File: src/rtl/serial_add_ctrl_if.sv
// serial_add_ctrl_if: request/result bundle for the bit-serial adder.
interface serial_add_ctrl_if #(parameter int WIDTH = 8);
  logic start;
  logic [WIDTH-1:0] a_in;
  logic [WIDTH-1:0] b_in;
  logic ci_in;
  logic busy;
  logic done;
  logic [WIDTH-1:0] sum;
  logic cry;
  modport master (output start, a_in, b_in, ci_in, input busy, done, sum, cry);
  modport slave (input start, a_in, b_in, ci_in, output busy, done, sum, cry);
endinterface

File: src/rtl/serial_add_ctrl.sv
// serial_add_ctrl: bit-serial adder, LSB first, one full adder reused over WIDTH cycles.
module fa (
  input  logic a,
  input  logic b,
  input  logic ci,
  output logic s,
  output logic co
);
  assign s  = a ^ b ^ ci;
  assign co = (a & b) | (ci & (a ^ b));
endmodule

module serial_add_ctrl #(parameter int WIDTH = 8) (
  input logic clk,
  input logic rst_n,
  serial_add_ctrl_if.slave io
);
  localparam int CW = $clog2(WIDTH);
  typedef enum logic [1:0] {IDLE, RUN, DONE} state_t;
  state_t state_q, state_d;
  logic [WIDTH-1:0] a_q, a_d, b_q, b_d, ps_q, ps_d, sum_q, sum_d;
  logic [CW-1:0] cnt_q, cnt_d;
  logic c_q, c_d, cry_q, cry_d, busy_q, busy_d, done_q, done_d;
  logic fa_s, fa_co, accept, run, last;
  fa u_fa (.a(a_q[0]), .b(b_q[0]), .ci(c_q), .s(fa_s), .co(fa_co));
  always_comb begin
    accept  = state_q == IDLE && io.start;
    run     = state_q == RUN;
    last    = run && cnt_q == CW'(WIDTH - 1);
    state_d = accept ? RUN : last ? DONE : run ? RUN : IDLE;
    a_d     = accept ? io.a_in : run ? a_q >> 1 : a_q;
    b_d     = accept ? io.b_in : run ? b_q >> 1 : b_q;
    c_d     = accept ? io.ci_in : run ? fa_co : c_q;
    ps_d    = run ? {fa_s, ps_q[WIDTH-1:1]} : ps_q;
    // counter holds on the final bit so it never wraps inside RUN
    cnt_d   = accept ? '0 : (run && !last) ? cnt_q + CW'(1) : cnt_q;
    sum_d   = last ? ps_d : sum_q;
    cry_d   = last ? fa_co : cry_q;
    busy_d  = state_d == RUN;
    done_d  = state_d == DONE;
  end
  always_ff @(posedge clk) begin
    if (!rst_n) begin
      state_q <= IDLE;
      a_q     <= '0;
      b_q     <= '0;
      c_q     <= 1'b0;
      ps_q    <= '0;
      cnt_q   <= '0;
      sum_q   <= '0;
      cry_q   <= 1'b0;
      busy_q  <= 1'b0;
      done_q  <= 1'b0;
    end else begin
      state_q <= state_d;
      a_q     <= a_d;
      b_q     <= b_d;
      c_q     <= c_d;
      ps_q    <= ps_d;
      cnt_q   <= cnt_d;
      sum_q   <= sum_d;
      cry_q   <= cry_d;
      busy_q  <= busy_d;
      done_q  <= done_d;
    end
  end
  assign io.busy = busy_q;
  assign io.done = done_q;
  assign io.sum  = sum_q;
  assign io.cry  = cry_q;
endmodule

File: src/flat_wrapper.sv
// flat-port wrapper written by rule: the top's interface ports become plain ports
module serial_add_ctrl_flat 
#(parameter int WIDTH = 8)
  (clk, rst_n, io_start, io_a_in, io_b_in, io_ci_in, io_busy, io_done, io_sum, io_cry);
  serial_add_ctrl_if #(.WIDTH(WIDTH)) io_i ();
  input logic clk;
  input logic rst_n;
  input wire logic [$bits(io_i.start)-1:0] io_start;
  input wire logic [$bits(io_i.a_in)-1:0] io_a_in;
  input wire logic [$bits(io_i.b_in)-1:0] io_b_in;
  input wire logic [$bits(io_i.ci_in)-1:0] io_ci_in;
  output wire logic [$bits(io_i.busy)-1:0] io_busy;
  output wire logic [$bits(io_i.done)-1:0] io_done;
  output wire logic [$bits(io_i.sum)-1:0] io_sum;
  output wire logic [$bits(io_i.cry)-1:0] io_cry;
  assign io_i.start = io_start;
  assign io_i.a_in = io_a_in;
  assign io_i.b_in = io_b_in;
  assign io_i.ci_in = io_ci_in;
  assign io_busy = io_i.busy;
  assign io_done = io_i.done;
  assign io_sum = io_i.sum;
  assign io_cry = io_i.cry;
  serial_add_ctrl #(.WIDTH(WIDTH)) u_core (.clk(clk), .rst_n(rst_n), .io(io_i));
endmodule
File: config.mk
export PLATFORM = sky130hd
export DESIGN_NAME = serial_add_ctrl_flat
export DESIGN_NICKNAME = d
export VERILOG_FILES = /design/src/rtl/serial_add_ctrl_if.sv /design/src/rtl/serial_add_ctrl.sv /design/src/flat_wrapper.sv
export SDC_FILE = /design/constraint.sdc
export NUM_CORES = 1
export LEC_CHECK = 0
export BUFFER_PORTS_ARGS = -buffer_cell sky130_fd_sc_hd__buf_2
export CORE_ASPECT_RATIO = 1.1
export CORE_UTILIZATION = 55
export CTS_BUF_LIST = sky130_fd_sc_hd__clkbuf_4
export CTS_CLUSTER_DIAMETER = 50
export DETAILED_ROUTE_END_ITERATION = 7
export PLACE_DENSITY = 0.78
export SYNTH_ARGS = -nofsm -noshare
export SYNTH_HDL_FRONTEND = slang
export SYNTH_SLANG_ARGS = --single-unit
File: constraint.sdc
create_clock -name clk -period 1.6 [get_ports clk]
set_clock_uncertainty 0.05 [all_clocks]
set_input_delay 0.4 -clock clk [delete_from_list [all_inputs] [get_ports clk]]
set_output_delay 0.4 -clock clk [all_outputs]
set_load 0.01 [all_outputs]
---- Yosys cells after proc, flatten, opt, wreduce, memory -nomap -nowiden ----
Index checks and enable logic that the tools add are counted.
operators by class
  add/sub/neg operators ................... 1
  $mul .................................... 0
  div/mod/pow operators ................... 0
  order comparisons ....................... 0
  equality and inequality tests ........... 4
  shift operators ......................... 0
  mux-type cells .......................... 10
  bitwise logic cells ..................... 6
  reductions and logical operators ........ 7
operator list
  kind                 count
  $mux 8               5
  $eq 2x1->1 const B   2
  $mux 2               2
  $add 3x1->3 const B  1
  $eq 3x3->1 const B   1
  $logic_and 1x1->1    3
  $mux 1               3
  $and 1x1->1          2
  $eq 2x2->1 const B   1
  $logic_not 2->1      1
  $reduce_bool 2->1    1
  $reduce_or 2->1      1
  $xor 1x1->1          2
  $logic_not 1->1      1
  $not 1->1            1
  $or 1x1->1           1
storage, ports and cells
  flip-flop bits (word level) ............. 41
  latch bits .............................. 0
  RAM bits ................................ 0
  memory bits (read-only) ................. 0
  input port bits ......................... 20
  output and inout bits ................... 11
  word-level logic and storage cells ...... 38
  memories ................................ 0

---- Logic depth before layout (Yosys ltp) ----
Gate-level depths: netlist of run 1.
  depth after elaboration ................. 5
  mapped depth ............................ 5

---- Modules after synthesis ----
Synthesis of run 1 repeated with hierarchy kept, for this count alone.
second synthesis, totals
  cell total of the unflattened synthesis .. 178
  area, all modules ....................... 1670.4 um2
by module, submodules not included
  module           times used  cells each  area each (um2)  seq. area each (um2)
  serial_add_ctrl  1           177         1650.3           800.8
  fa               1           1           20.0             0.0

---- Least setup slack after synthesis of run 1 ----
OpenSTA, ideal clock, no wires.
  path kind ............................... reg2reg
  from .................................... reg u_core.cnt_q[0]
  to ...................................... reg u_core.cry_q (netlist: u_core.io.cry)
  library setup time ...................... 0.116 ns
  arrival time ............................ 1.224 ns
  setup slack ............................. 0.209 ns
  stages on the path, launching flop included .. 6
  buffers on the path ..................... 0
  clock period less this slack ............ 1.391 ns
  cell sequence ........................... dfxtp_1 > ha_1 > ha_1 > nand3b_1 > mux2i_1 > nor2b_1
on the way
  longest elaborated chain between the ends .. 2
RTL lines
  element                   RTL line               text
  start: declaration        serial_add_ctrl.sv:22  logic [CW-1:0] cnt_q, cnt_d;
  start signal: assignment  serial_add_ctrl.sv:60  cnt_q <= cnt_d;
  $eq 3x3->1                serial_add_ctrl.sv:29  last = run && cnt_q == CW'(WIDTH - 1);
  $logic_and 1x1->1         serial_add_ctrl.sv:29
  end signal: assignment    serial_add_ctrl.sv:62  cry_q <= cry_d;
  end: declaration          serial_add_ctrl.sv:23  logic c_q, c_d, cry_q, cry_d, busy_q, busy_d, done_q, done_d;
Every way passes these cells.
A chain may end at the register's enable or synchronous reset.

---- Worst setup path after layout of run 1 ----
Same ends and word-level chain as after synthesis.

==> metrics.md, run 1 <==
| Metric | Value |
|---|---|
| DR iter-0 viols | `39` |
| Max Slew Vio Count | `0` |
| Max Clock Freq | `667.2 MHz` |
| First-pass GRT wire length | `around 5.5 mm` |
| CP peak stage delay | `0.35 ns` |
| Slew @ Worst Pin | `0.4555 ns` |
| Clk pwr share | `42.9%` |
| Syn nets | `214` |
| Logic gate share of total power | `10.1%` |
| Port bufs | `30` |
| Slew Limit Headroom | `between 60% and 70%` |
| CTS tree | `done` |
| Commonest cells after routing, fill and taps aside | `40 x dfxtp_1, 39 x nand2_1, 30 x buf_2` |
| Num ports | `31` |
| Internal | `1.797 mW` |
| Register area share after synthesis | `a little under half` |
| Place WS | `-0.004975 ns` |
| Switching power | `500.0 uW` |
| Sequential power share | `47.0%` |
| Core ar. | `approximately 2900 um2` |
| Placed cells | `246` |
| Diodes inserted | `0` |
| DR vias | `~1400` |
| CP Data Arrival Time | `1.71 ns` |
| Vias in the first global route | `1349` |
| RSZ-0062 raised after global routing | `false` |
| Most common cell after layout, fill and taps aside | `dfxtp_1` |
| Hold Slack | `0.2381 ns` |
| Clock Root Buffer | `clkbuf_4` |
| Die Area | `3295 um2` |
| Drt pass-1 iters | `4` |
| Cell taking the most area after synthesis | `dfxtp_1` |
| Power Density | `1152 nW/um2` |
| Yosys reg bits | `40` |
| Min cycle time layout | `1.499 ns` |
| Non-Filler Instances | `255` |
| Overflow left after global routing | `0` |
| Hpwl dp | `around 2.1 mm` |
| Hold-fix buffers at CTS | `0` |
| Gpl congestion | `0.6965` |
| Mapped Area | `1688 um2` |
| Num CTS Buffers | `5` |
| Setup ws final | `0.1012 ns` |
| CTS Buffer Depth | `2` |
| Max-capacitance violation count | `0` |
| Largest net degree at the start of global routing | `39` |
| Layout cell share with drive strength beyond 1 | `24.77%` |
| Total GRT Usage | `a little under a quarter` |
| Critical path class | `register to register` |
| Die Y | `60.10 um` |
| Final Hold Vio Count | `0` |
| Die width | `54.82 um` |
| Period utilization | `93.67%` |
| Distinct cells, synth | `25` |
| Yosys warnings | `0` |
| Clock Latency Late Sink | `roughly 0.36 ns` |
| Count of filler cells inserted in the layout | `243` |
| CP required | `1.81 ns` |
| Post-Synthesis Cells | `approximately 190` |
| Clock Sinks | `40` |
| Cell Chain, Critical Path | `ha_1, ha_1, nand3b_1, buf_4, mux2i_1, nor2b_1` |
| Via density | `~5.5` |
| Clock-pin slew on the worst setup and hold paths | `0.12 ns` |
| Share of the synthesized area in the top cell type | `47.44%` |
| Cts repair resizes | `0` |
| Syn_area_per_cell | `8.837 um2` |
| Initial antenna violation count | `0` |
| Crit-path slowest cell | `dfxtp_1` |
| Status | `completed` |
| CP startpoint kind | `register` |
| Post-DR wirelength/cell | `12.80 um` |
| Drt drc | `0` |
| Final WL | `3.263 mm` |
| Nets | `244` |
| Worst Path Max Fanout | `9` |
| Syn-to-layout area delta | `18.16%` |
| Worst R2R Setup Slack | `0.10 ns` |
| CTS HTree Levels | `2` |
| Most frequent CP cell | `ha_1` |
| Top cells by area, synth | `dfxtp_1 47%, nand2_1 8.7%, a21oi_1 8.6%` |
| Cell Rows | `20` |
| Starting Density | `59.17%` |
| Routed Antenna Nets | `0` |
| Setup violation total in the final timing report | `0` |
| VDD IR max | `0.0009215 V` |
| Hold/Removal Path Class | `input port to register` |
| Static leakage | `0.8065 nW` |
| Crit end category | `register` |
| Switch share | `21.77%` |
stage by stage:
stage / setup TNS, ns / util (%) / power [mW] / cell area (um2)
after detailed placement: -0.007019 / 65.18 / 1.333 / 1859
after CTS: 0 / 69.91 / 2.315 / 1994
after global placement: 0 / 65.18 / 1.322 / 1859
final: 0 / 69.91 / 2.297 / 1994
after floorplan: 0 / - / 1.266 / 1688
after global routing: 0 / 69.91 / 2.376 / 1994
routing by layer:
metal	track usage [%]	routed length (um)	up-vias
met4	8.791	35	0
met3	7.634	98	5
li1	-	-	714
met5	0	0	-
met1	23.11	1410	657
met2	44.41	1719	33
timing repair:
action,CTS,global route
hold endpoints to repair,0,0
endpoints found under the setup margin,2,0
buffers inserted,1,0
flip-flops by register name, indices dropped and copies added, names as in the netlist:
| name | flops |
|---|---|
| u_core.a_q | 8 |
| u_core.io.busy | 1 |
| u_core.ps_q | 7 |
| u_core.io.done | 1 |
| u_core.b_q | 8 |
| u_core.state_q | 2 |
| u_core.io.sum | 8 |
| u_core.io.cry | 1 |
| u_core.cnt_q | 3 |
| u_core.c_q | 1 |
path summary, 6_finish.rpt:
check                  start       endpoint  cells after the start
max          u_core.cnt_q[0]  u_core.io.cry                      6
min               io_b_in[7]  u_core.b_q[7]                      3
max reg2reg  u_core.cnt_q[0]  u_core.io.cry                      6
min reg2reg    u_core.a_q[5]  u_core.a_q[4]                      2
synthesized netlist by cell type:
cell,n
nand2_1,39
o21ai_0,5
a21oi_1,29
nor3b_4,2
ha_1,2
nand3b_1,1
and3_1,2
a21boi_0,17
buf_6,4
nand2b_1,1
dfxtp_1,40
clkbuf_1,4
xnor2_1,1
nand3_1,10
o21a_1,2
o21ai_2,4
buf_2,6
nor2b_1,4
o221a_2,3
and2b_1,1
o21ai_1,5
or3b_4,1
mux2i_1,1
nor2_1,6
fa_1,1
critical path: cells and delay by family (launching register included):
family | cells | cell delay (ns)
multiplexers | 1 | 0.19
buffers and inverters | 1 | 0.17
adder cells (fa/ha/maj) | 2 | 0.48
flip-flops | 1 | 0.35
AND/OR/NAND/NOR | 2 | 0.17
cells by family (layout without fill, tap and decap cells):
logic type	count (synthesis)	count (layout)	synth area share (%)
buf+inv	14	45	5.337
fa+ha+maj	3	3	2.668
mux	1	1	0.5931
simple gates	67	67	19.35
flops	40	40	47.44
compound gates	65	65	24.09
xor+xnor	1	1	0.5190
power by group through the flow:
stage	clock (mW)	sequential, mW	combinational, mW
floorplan	0	1.09	0.177
global placement	0	1.10	0.225
detailed placement	0	1.10	0.232
CTS	1.00	1.08	0.235
global route	1.03	1.09	0.261
finish	0.985	1.08	0.233
area by class of cell:
cell class	instances	area, um2	area share, %
Timing Repair Buffer	37	227.7	11.42
Clock buffer	5	37.54	1.882
Clock inverter	3	90.09	4.517
Multi-Input combinational cell	137	797.0	39.96
Sequential cell	40	800.8	40.15
Tap cell	33	41.29	2.070
No activity file was read; power rests on OpenSTA's default activity.
==> run 2, diff against run 1 <==
--- a/config.mk
+++ b/config.mk
@@ -14,4 +14,5 @@
 export PLACE_DENSITY = 0.78
 export SYNTH_ARGS = -nofsm -noshare
 export SYNTH_HDL_FRONTEND = slang
+export SYNTH_HIERARCHICAL = 1
 export SYNTH_SLANG_ARGS = --single-unit
==> metrics.md, run 2 <==
| Metric | Value |
|---|---|
| Syn nets | `201` |
| Nets | `between 200 and 250` |
| Port bufs | `30` |
| Slew @ Worst Pin | `0.5061 ns` |
| Clock Latency Late Sink | `0.34 ns` |
| Diodes inserted | `0` |
| Total GRT Usage | `between 20% and 30%` |
| Switch share | `24.92%` |
| Setup Fix Bufs, Post-CTS | `0` |
| Max Clock Freq | `682.3 MHz` |
| Ys async rst share | `0%` |
| Register area share after synthesis | `47.94%` |
| Max Slew Vio Count | `0` |
| Mapped Area | `1670 um2` |
| Cell taking the most area after synthesis | `dfxtp_1` |
| Layout Utilization | `64.82%` |
| Overflow left after global routing | `0` |
| Clock Sinks | `40` |
| Die Y | `59.80 um` |
| Cell Rows | `20` |
| VDD IR max | `0.0008605 V` |
| Yosys warnings | `6` |
| Status | `completed` |
| Core ar. | `2828 um2` |
| Internal | `1.308 mW` |
| Num CTS Buffers | `5` |
| Slew Limit Headroom | `66.26%` |
| Static leakage | `about 0.72 nW` |
| Hpwl dp | `2.020 mm` |
| Number of synthesized flops with an enable pin | `0` |
| RSZ-0062 raised after global routing | `false` |
| Drt drc | `0` |
| Post-synth top cells | `40 x dfxtp_1, 19 x nand2_1, 17 x a21oi_1` |
| CTS Buffer Depth | `2` |
| Sequential power share | `about three fifths` |
| Via density | `between 5 and 6` |
| Yosys reg bits | `40` |
| Hold/Removal Path Class | `input port to register` |
| Switching power | `roughly 430 uW` |
| Hold Slack | `0.2736 ns` |
| CTS HTree Levels | `2` |
| Largest net degree at the start of global routing | `39` |
| Top_reg_cell synth | `dfxtp_1` |
| Gpl congestion | `0.7004` |
| Initial antenna violation count | `0` |
| Die width | `approximately 55 um` |
| Critical path class | `register to register` |
| GR Layer Usage met1 | `about 25%` |
| Most common cell after layout, fill and taps aside | `dfxtp_1` |
| CTS tree | `done` |
| Crit end category | `register` |
| Clock Root Buffer | `clkbuf_4` |
| Setup TNS Final | `0 ns` |
| Post-Synthesis Cells | `178` |
| Layout cell share with drive strength beyond 1 | `29.06%` |
| Starting Density | `between 50% and 60%` |
| Max-capacitance violation count | `0` |
| Vias in the first global route | `1217` |
| Drt pass-1 iters | `5` |
| First-pass GRT wire length | `between 5 and 6 mm` |
| Syn_area_per_cell | `9.384 um2` |
| Clock-pin slew on the worst setup and hold paths | `roughly 0.11 ns` |
| Grt peak-use layer | `met2` |
| Top cells by area, synth | `dfxtp_1 48%, o22ai_1 5.6%, a21oi_1 5.1%` |
| Clk pwr share | `27.8%` |
| Logic gate share of total power | `10.7%` |
| Routed Antenna Nets | `0` |
| Final WL | `2.934 mm` |
| Num ports | `31` |
| DR iter-0 viols | `40` |
| Post-DR wirelength/cell | `12.43 um` |
| Min cycle time layout | `1.466 ns` |
| Commonest cells after routing, fill and taps aside | `40 x dfxtp_1, 30 x buf_2, 19 x nand2_1` |
| Distinct cells, synth | `32` |
| DR vias | `1326` |
| Met2 global-route usage | `34.49%` |
| Most common cell in the netlist | `dfxtp_1` |
| Power Density | `~950 nW/um2` |
| Period utilization | `91.61%` |
| Syn-to-layout area delta | `9.738%` |
| Final Hold Vio Count | `0` |
| Share of the synthesized area in the top cell type | `47.94%` |
| Die Area | `3262 um2` |
| Worst Path Max Fanout | `10` |
| CP required | `1.81 ns` |
| Setup violation total in the final timing report | `0` |
| Grt met3 use | `under 10%` |
| CP Data Arrival Time | `1.67 ns` |
| CP startpoint kind | `register` |
-- run 2: cell count changes after synthesis, moves of 5 or more --
cell      delta
nor2_1       -5
nand2_2      +7
a21oi_1     -12
a21boi_2     +7
a21boi_0     -9
o22ai_1     +15
nand2_1     -20
-- run 2: area by class of cell --
type | count | area, um2
Fill cell | 258 | 994.7
Sequential cell | 40 | 800.8
Multi-Input combinational cell | 122 | 768.2
Timing Repair Buffer | 32 | 165.2
Clock buffer | 6 | 45.04
Tap cell | 33 | 41.29
Inverter | 2 | 7.507
Clock inverter | 1 | 5.005
-- run 2: path summary, 6_finish.rpt --
check / slack, ns / startpoint / depth (start not counted) / to
hold / removal: 0.27 / io_a_in[7] / 3 / u_core/a_q[7]
setup reg to reg: 0.13 / u_core/cnt_q[0] / 5 / u_core/io.sum[7]
setup / recovery: 0.13 / u_core/cnt_q[0] / 5 / u_core/io.sum[7]
hold reg to reg: 0.40 / u_core/io.sum[4] / 2 / u_core/io.sum[4]
-- run 2: metal layers --
layer  wire, um  share of wire, %
met1       1335                46
met2       1402                48
met3        126               4.3
met4         70               2.4
met5          0                 0
-- run 2: power by group through the flow --
stage / sequential (mW) / clock, mW / combinational, mW
after floorplan: 1.09 / 0 / 0.159
after global placement: 1.09 / 0 / 0.182
after detailed placement: 1.09 / 0 / 0.188
after CTS: 1.07 / 0.501 / 0.188
after global routing: 1.08 / 0.548 / 0.212
final: 1.07 / 0.484 / 0.187
-- run 2: cells by family (layout without fill, tap and decap cells) --
group / Yosys count / after routing / synth area share, %
compound gates: 69 / 69 / 26.89
simple gates: 49 / 49 / 15.73
xor+xnor: 1 / 1 / 0.5244
fa+ha+maj: 3 / 3 / 2.696
flops: 40 / 40 / 47.94
buf+inv: 16 / 41 / 6.217
-- run 2: metrics by stage --
stage	setup WS (ns)	instances	total power, mW	area [um2]
floorplan	0.2331	178	1.245	1670
global placement	0.2517	229	1.274	1780
detailed placement	0.1009	229	1.282	1780
CTS	0.07569	236	1.761	1831
global route	0.02026	236	1.838	1833
finish	0.1343	236	1.743	1833
-- run 2: worst max-delay path: stages (launching register included) --
cell	delay, ns
dfxtp_1	0.37
ha_1	0.20
ha_2	0.25
buf_4	0.19
nand3_1	0.09
a21boi_0	0.23
-- run 2: what timing repair did --
action	in CTS	in global routing
gates resized for setup	0	1
hold buffers	0	0
setup endpoints to repair	0	1
